**config.mk**
```make
export PLATFORM = sky130hd
export DESIGN_NAME = operand_latch_stage
export DESIGN_NICKNAME = d
export VERILOG_FILES = /design/src/rtl/operand_latch_stage.sv
export SDC_FILE = /design/constraint.sdc
export NUM_CORES = 1
export LEC_CHECK = 0
export CORE_UTILIZATION = 55
export CTS_CLUSTER_SIZE = 25
export DETAILED_ROUTE_END_ITERATION = 8
export PLACE_DENSITY = 0.87
export SYNTH_ARGS = -nofsm -noshare
export SYNTH_HDL_FRONTEND = slang
export SYNTH_SLANG_ARGS = --single-unit
```
**constraint.sdc**
```tcl
create_clock -name Clk -period 22.4 [get_ports Clk]
set_input_delay 3.36 -clock Clk [delete_from_list [all_inputs] [get_ports Clk]]
set_output_delay 3.36 -clock Clk [all_outputs]
set_load 0.01 [all_outputs]
```
**src/rtl/operand_latch_stage.sv**
```systemverilog
// Operand-capture buffer between the register file and execute: forwards same-cycle writeback,
// forces r0 to zero, and presents captured operands under valid/ready. Define OPERAND_LATCH_SNOOP_EN
// to also refresh buffered operands from later writebacks.
module operand_latch_stage #(
  parameter int DATA_W = 32,
  parameter int ADDR_W = 4,
  parameter int TAG_W  = 8,
  parameter int DEPTH  = 2
) (
  input  logic              Clk,
  input  logic              Rst_n,
  input  logic              In_Valid,
  output logic              In_Ready,
  input  logic [TAG_W-1:0]  In_Tag,
  input  logic [ADDR_W-1:0] A_Address,
  input  logic [ADDR_W-1:0] B_Address,
  input  logic [DATA_W-1:0] A_Data,
  input  logic [DATA_W-1:0] B_Data,
  input  logic              WB_Write,
  input  logic [ADDR_W-1:0] WB_Address,
  input  logic [DATA_W-1:0] WB_Data,
  input  logic              Flush,
  output logic              Out_Valid,
  input  logic              Out_Ready,
  output logic [TAG_W-1:0]  Out_Tag,
  output logic [DATA_W-1:0] Out_A,
  output logic [DATA_W-1:0] Out_B,
  output logic [ADDR_W-1:0] Out_A_Address,
  output logic [ADDR_W-1:0] Out_B_Address
);

  localparam int PTR_W = $clog2(DEPTH);
  localparam int CNT_W = PTR_W + 1;

  logic [TAG_W-1:0]  tag_q  [DEPTH];
  logic [ADDR_W-1:0] aadr_q [DEPTH];
  logic [ADDR_W-1:0] badr_q [DEPTH];
  logic [DATA_W-1:0] a_q    [DEPTH];
  logic [DATA_W-1:0] b_q    [DEPTH];

  logic [PTR_W-1:0] wr_ptr, rd_ptr;
  logic [CNT_W-1:0] count;

  logic push, pop, wb_live;
  logic [DATA_W-1:0] cap_a, cap_b;

  assign In_Ready  = (count != CNT_W'(DEPTH));
  assign Out_Valid = (count != '0);
  assign push      = In_Valid & In_Ready;
  assign pop       = Out_Valid & Out_Ready;
  assign wb_live   = WB_Write & (WB_Address != '0);

  always_comb begin
    cap_a = A_Data;
    if (A_Address == '0)
      cap_a = '0;
    else if (wb_live && (WB_Address == A_Address))
      cap_a = WB_Data;

    cap_b = B_Data;
    if (B_Address == '0)
      cap_b = '0;
    else if (wb_live && (WB_Address == B_Address))
      cap_b = WB_Data;
  end

`ifdef OPERAND_LATCH_SNOOP_EN
  logic [PTR_W-1:0] off [DEPTH];
  logic [DEPTH-1:0] snoop_a, snoop_b;

  // An entry is live if it sits within count of the head; the head leaving this edge is excluded.
  always_comb begin
    snoop_a = '0;
    snoop_b = '0;
    for (int unsigned i = 0; i < DEPTH; i++) begin
      off[i] = PTR_W'(i) - rd_ptr;
      if (wb_live && ({1'b0, off[i]} < count) && !(pop && (off[i] == '0))) begin
        snoop_a[i] = (aadr_q[i] == WB_Address);
        snoop_b[i] = (badr_q[i] == WB_Address);
      end
    end
  end
`endif

  always_ff @(posedge Clk) begin
    if (!Rst_n) begin
      count  <= '0;
      wr_ptr <= '0;
      rd_ptr <= '0;
      for (int unsigned i = 0; i < DEPTH; i++) begin
        tag_q[i]  <= '0;
        aadr_q[i] <= '0;
        badr_q[i] <= '0;
        a_q[i]    <= '0;
        b_q[i]    <= '0;
      end
    end else if (Flush) begin
      count  <= '0;
      wr_ptr <= '0;
      rd_ptr <= '0;
    end else begin
`ifdef OPERAND_LATCH_SNOOP_EN
      for (int unsigned i = 0; i < DEPTH; i++) begin
        if (snoop_a[i]) a_q[i] <= WB_Data;
        if (snoop_b[i]) b_q[i] <= WB_Data;
      end
`endif
      if (push) begin
        tag_q[wr_ptr]  <= In_Tag;
        aadr_q[wr_ptr] <= A_Address;
        badr_q[wr_ptr] <= B_Address;
        a_q[wr_ptr]    <= cap_a;
        b_q[wr_ptr]    <= cap_b;
        wr_ptr         <= wr_ptr + 1'b1;
      end
      if (pop)
        rd_ptr <= rd_ptr + 1'b1;
      case ({push, pop})
        2'b10:   count <= count + 1'b1;
        2'b01:   count <= count - 1'b1;
        default: count <= count;
      endcase
    end
  end

  assign Out_Tag       = tag_q[rd_ptr];
  assign Out_A         = a_q[rd_ptr];
  assign Out_B         = b_q[rd_ptr];
  assign Out_A_Address = aadr_q[rd_ptr];
  assign Out_B_Address = badr_q[rd_ptr];

endmodule

```
* After elaboration in Yosys (flattened, before gate mapping) *
Memory sizes are Yosys's and may differ from the RTL's. A register that Yosys moved wholly into a read port is not among the register bits.
Cells that the tools add are included.

cells by class
  $add $sub $neg = 4
  multipliers = 0
  divide/modulo/power cells = 0
  $lt $le $gt $ge = 0
  eq/ne operators = 5
  shift-type cells = 0
  multiplexer cells = 35
  bitwise gates (word level) = 4
  reduce and logical (&&, ||, !) cells = 13

operators with widths
  operator               count
  $mux W32               6
  $reduce_or A32 Y1      2
  $mux W1                25
  $eq A4 B4 Y1           2
  $logic_not A4 Y1       2
  $mux W4                2
  $mux W8                1
  $reduce_or A4 Y1       2
  $reduce_or A8 Y1       1
  $pmux W2 S2            1
  $reduce_bool A2 Y1     2
  $reduce_bool A4 Y1     1
  $and A1 B1 Y1          3
  $add A1 B1 Y1 const B  2
  $add A2 B1 Y2 const B  1
  $eq A2 B1 Y1 const B   1
  $eq A2 B2 Y1 const B   1
  $logic_and A1 B1 Y1    2
  $ne A2 B2 Y1 const B   1
  $reduce_or A2 Y1       1
  $sub A2 B1 Y2 const B  1
  $not A1 Y1             1

storage, ports and cells
  flip-flop bits (word level) = 4
  latch bits = 0
  memory bits (writable) = 160
  memory bits (read-only) = 0
  output and inout bits = 82
  word-level logic and storage cells = 69
  memories = 5

memory list
  name    depth  bits a word  read ports  clocked after memory_dff  wr ports  RTL line  text
  a_q     2      32           1           1                         2         38        logic [DATA_W-1:0] a_q [DEPTH];
  b_q     2      32           1           1                         2         39        logic [DATA_W-1:0] b_q [DEPTH];
  tag_q   2      8            1           1                         2         35        logic [TAG_W-1:0] tag_q [DEPTH];
  aadr_q  2      4            1           1                         2         36        logic [ADDR_W-1:0] aadr_q [DEPTH];
  badr_q  2      4            1           1                         2         37        logic [ADDR_W-1:0] badr_q [DEPTH];

* Longest topological paths before layout *
  depth in word-level cells = 8
  gate-level depth with buffers = 7

* Worst setup path before layout *
No wires, ideal clock.

  kind = input -> register
  start = input Flush
  end = memory a_q[0][0], enable pin
  setup time = 0.629 ns
  arrival = 9.387 ns
  setup slack = 12.385 ns
  stages = 2
  buffers on the path = 0
  path through = or3b_4 -> o21ai_0

RTL lines
  item             RTL line  text
  start, declared  22        input logic Flush,
  end, declared    38

==> qor.txt <==
Post-CTS Resized: 0
final hold vios: 0
Startpoint Class: primary input
status: complete, no violations
relative slew slack: 18.57%
Initial DRC Count: 854
cell leakage power: 3.850 nW
register area share after synthesis: 55.38%
Clock Path Buffers: 2
Netlist cell types: 32
quantity of I/O buffers inserted on ports: 203
Die W: 128.9 um
cts hold-fix bufs: 0
Crit path required time: 22.52 ns
r2r startpoint: wr_ptr$_SDFFE_PP0P_
worst hold slack: 0.5039 ns
vias: 7243
Worst setup EP type: flip-flop
clock root buffer: clkbuf_16
clock tree from TritonCTS: done
CP cell instances: clkdlybuf4s50_1, xor2_1, nor4_2, buf_4, and2_2, o21ai_0
row count: 46
Synth warnings: 0
Post-Syn Area per Cell: 11.28 um2
Vias/cell: 6.196
most common flop cell mapped by yosys: edfxtp_1
pins over their slew limit: 0
Setup-failing EPs final: 0
Post-synth EDFFs: 160
Starting Density: 55.96%
Core Area: 15830 um2
Hold Crit Class: flip-flop to flip-flop
maximum fanout along the worst path: 65
Mapped Cells: 785
grt total ovfl: 0
RSZ-0062 raised after global routing: false
most frequent cells in the layout: clkdlybuf4s50_1, edfxtp_1, nand2_1
clock sinks: 165
first-pass GRT wire length: 36440 um
syn_nets: 908
largest net degree at the start of global routing: 71
max-cap viol count: 0
area grow syn2layout: 29.03%
crit path from: WB_Address[1]
DR pass1 iterations: 5
Final Cycle Share: 27.65%
# IOs: 204
vias in the first global route: 7136
endpoint arrival time on the critical path: 6.31 ns
setup bufs post-CTS: 0
Seq cells post-synth: 165
Avg WL per Cell: 20.40 um
post-route cell area: 11430 um2
Detail Placement HPWL: 14650 um
Final min period: 6.194 ns
VDD IR max: 0.00005313 V
Syn Std Cell Area: 8857 um2
crit-path max cell delay: 1.06 ns
fmax: 161.5 MHz
antenna cells: 0
Final Skew: 0.007860 ns
TritonCTS Buffers: 17
H-tree depth: 4
commonest non-fill, non-tap cell in the layout: clkdlybuf4s50_1
Slew @ Worst Pin: 1.221 ns
GPL Wtd Cong: 0.7762
initial antenna violation count: 0
final WL: 23850 um
placed cell area: 10860 um2
Clk Latency, worst-skew pair: 0.43 ns
nets@finish: 1065
Async SR Flop Fraction: 0%
share of cells above drive strength 1: 17.63%
Final ANT Viol Nets: 0
Tot GR Track Use: 29.05%
Worst-path clk slew: 0.06 ns
Crit Path Category: primary input to flip-flop
power density over cell area: 65.89 nW/um2
setup tns final: 0 ns
slowest CP cell: and2_2
Die Height: 128.9 um
die area: 16620 um2
Hold Startpoint: count[1]$_SDFFE_PP0P_
DRC errors left: 0
==> synthesized netlist by cell type (4+ instances only) <==
cell type / instances / share of area, %
buf_2: 37 / 2.1
nor2_1: 6 / 0.25
edfxtp_1: 160 / 54
nand2_1: 129 / 5.5
dfxtp_1: 5 / 1.1
xor2_1: 10 / 0.99
buf_6: 7 / 0.89
nor4_1: 4 / 0.28
mux2_2: 80 / 10
buf_12: 4 / 0.90
o21ai_2: 32 / 3.2
o21ai_1: 93 / 5.3
buf_1: 10 / 0.42
o21ai_0: 6 / 0.34
clkbuf_1: 20 / 0.85
and2_1: 35 / 2.5
nand4_1: 128 / 9.0
==> kinds of logic after synthesis <==
family | Yosys count | share of synthesized area, %
compound gates | 133 | 8.942
xor+xnor | 12 | 1.187
fa+ha+maj | 1 | 0.1412
buf+inv | 82 | 5.622
flops | 165 | 55.38
mux | 80 | 10.17
simple gates | 312 | 18.56
==> stage by stage <==
step                      instances  total power (W)  utilization [%]  worst slack (ns)
after floorplan                 785        0.0004140                -             12.38
after global placement         1139        0.0004671            68.61             15.96
after detailed placement       1139        0.0004701            68.61             15.76
after CTS                      1169        0.0007535            72.21             16.20
after global routing           1169        0.0007744            72.21             16.08
final                          1169        0.0007530            72.21             16.21
==> layout make-up <==
cell class	count	area, um2
clock buffers	19	432.9
multi-input cells	538	3525
clock inverters	11	136.4
repair buffers	219	2152
fillers	1092	4399
inverters	1	3.754
well taps	216	270.3
flip-flops and latches	165	4908
==> worst max-delay path: cells and delay by family <==
kind	cells	cell delay, ns
AOI/OAI and AO/OA	1	0.26
xor gates and xnor gates	1	0.21
buffers and inverters	2	1.09
and+or+nand+nor	2	1.36
==> worst paths after layout <==
kind	slack [ns]	to	cells past startpoint
setup / recovery	16.21	b_q[1][1]$_SDFFCE_PN0P_	6
hold / removal	0.50	count[1]$_SDFFE_PP0P_	2
setup reg to reg	19.76	a_q[0][22]$_SDFFCE_PN0P_	5
hold reg to reg	0.50	count[1]$_SDFFE_PP0P_	2
==> registers in the layout, indices dropped and copies added (netlist names), named ones only <==
signal  flops
a_q        64
aadr_q      8
b_q        64
badr_q      8
count       2
rd_ptr      1
tag_q      16
wr_ptr      1
==> where the power goes <==
part | switching (W) | internal (W) | leakage [nW]
Sequential | 0.00000467 | 0.000355 | 1.70
Combinational | 0.0000533 | 0.0000519 | 1.88
Clock | 0.000116 | 0.000173 | 0.274
Total | 0.000173 | 0.000580 | 3.85
==> per-layer routing <==
layer	GRT usage (%)	vias to the layer above	wire length, um
met3	7.235	54	2128
met2	49.41	428	12100
li1	-	3279	-
met5	0	-	0
met4	11.00	0	521
met1	35.77	3482	9104
(Power assumes the default switching activity.)
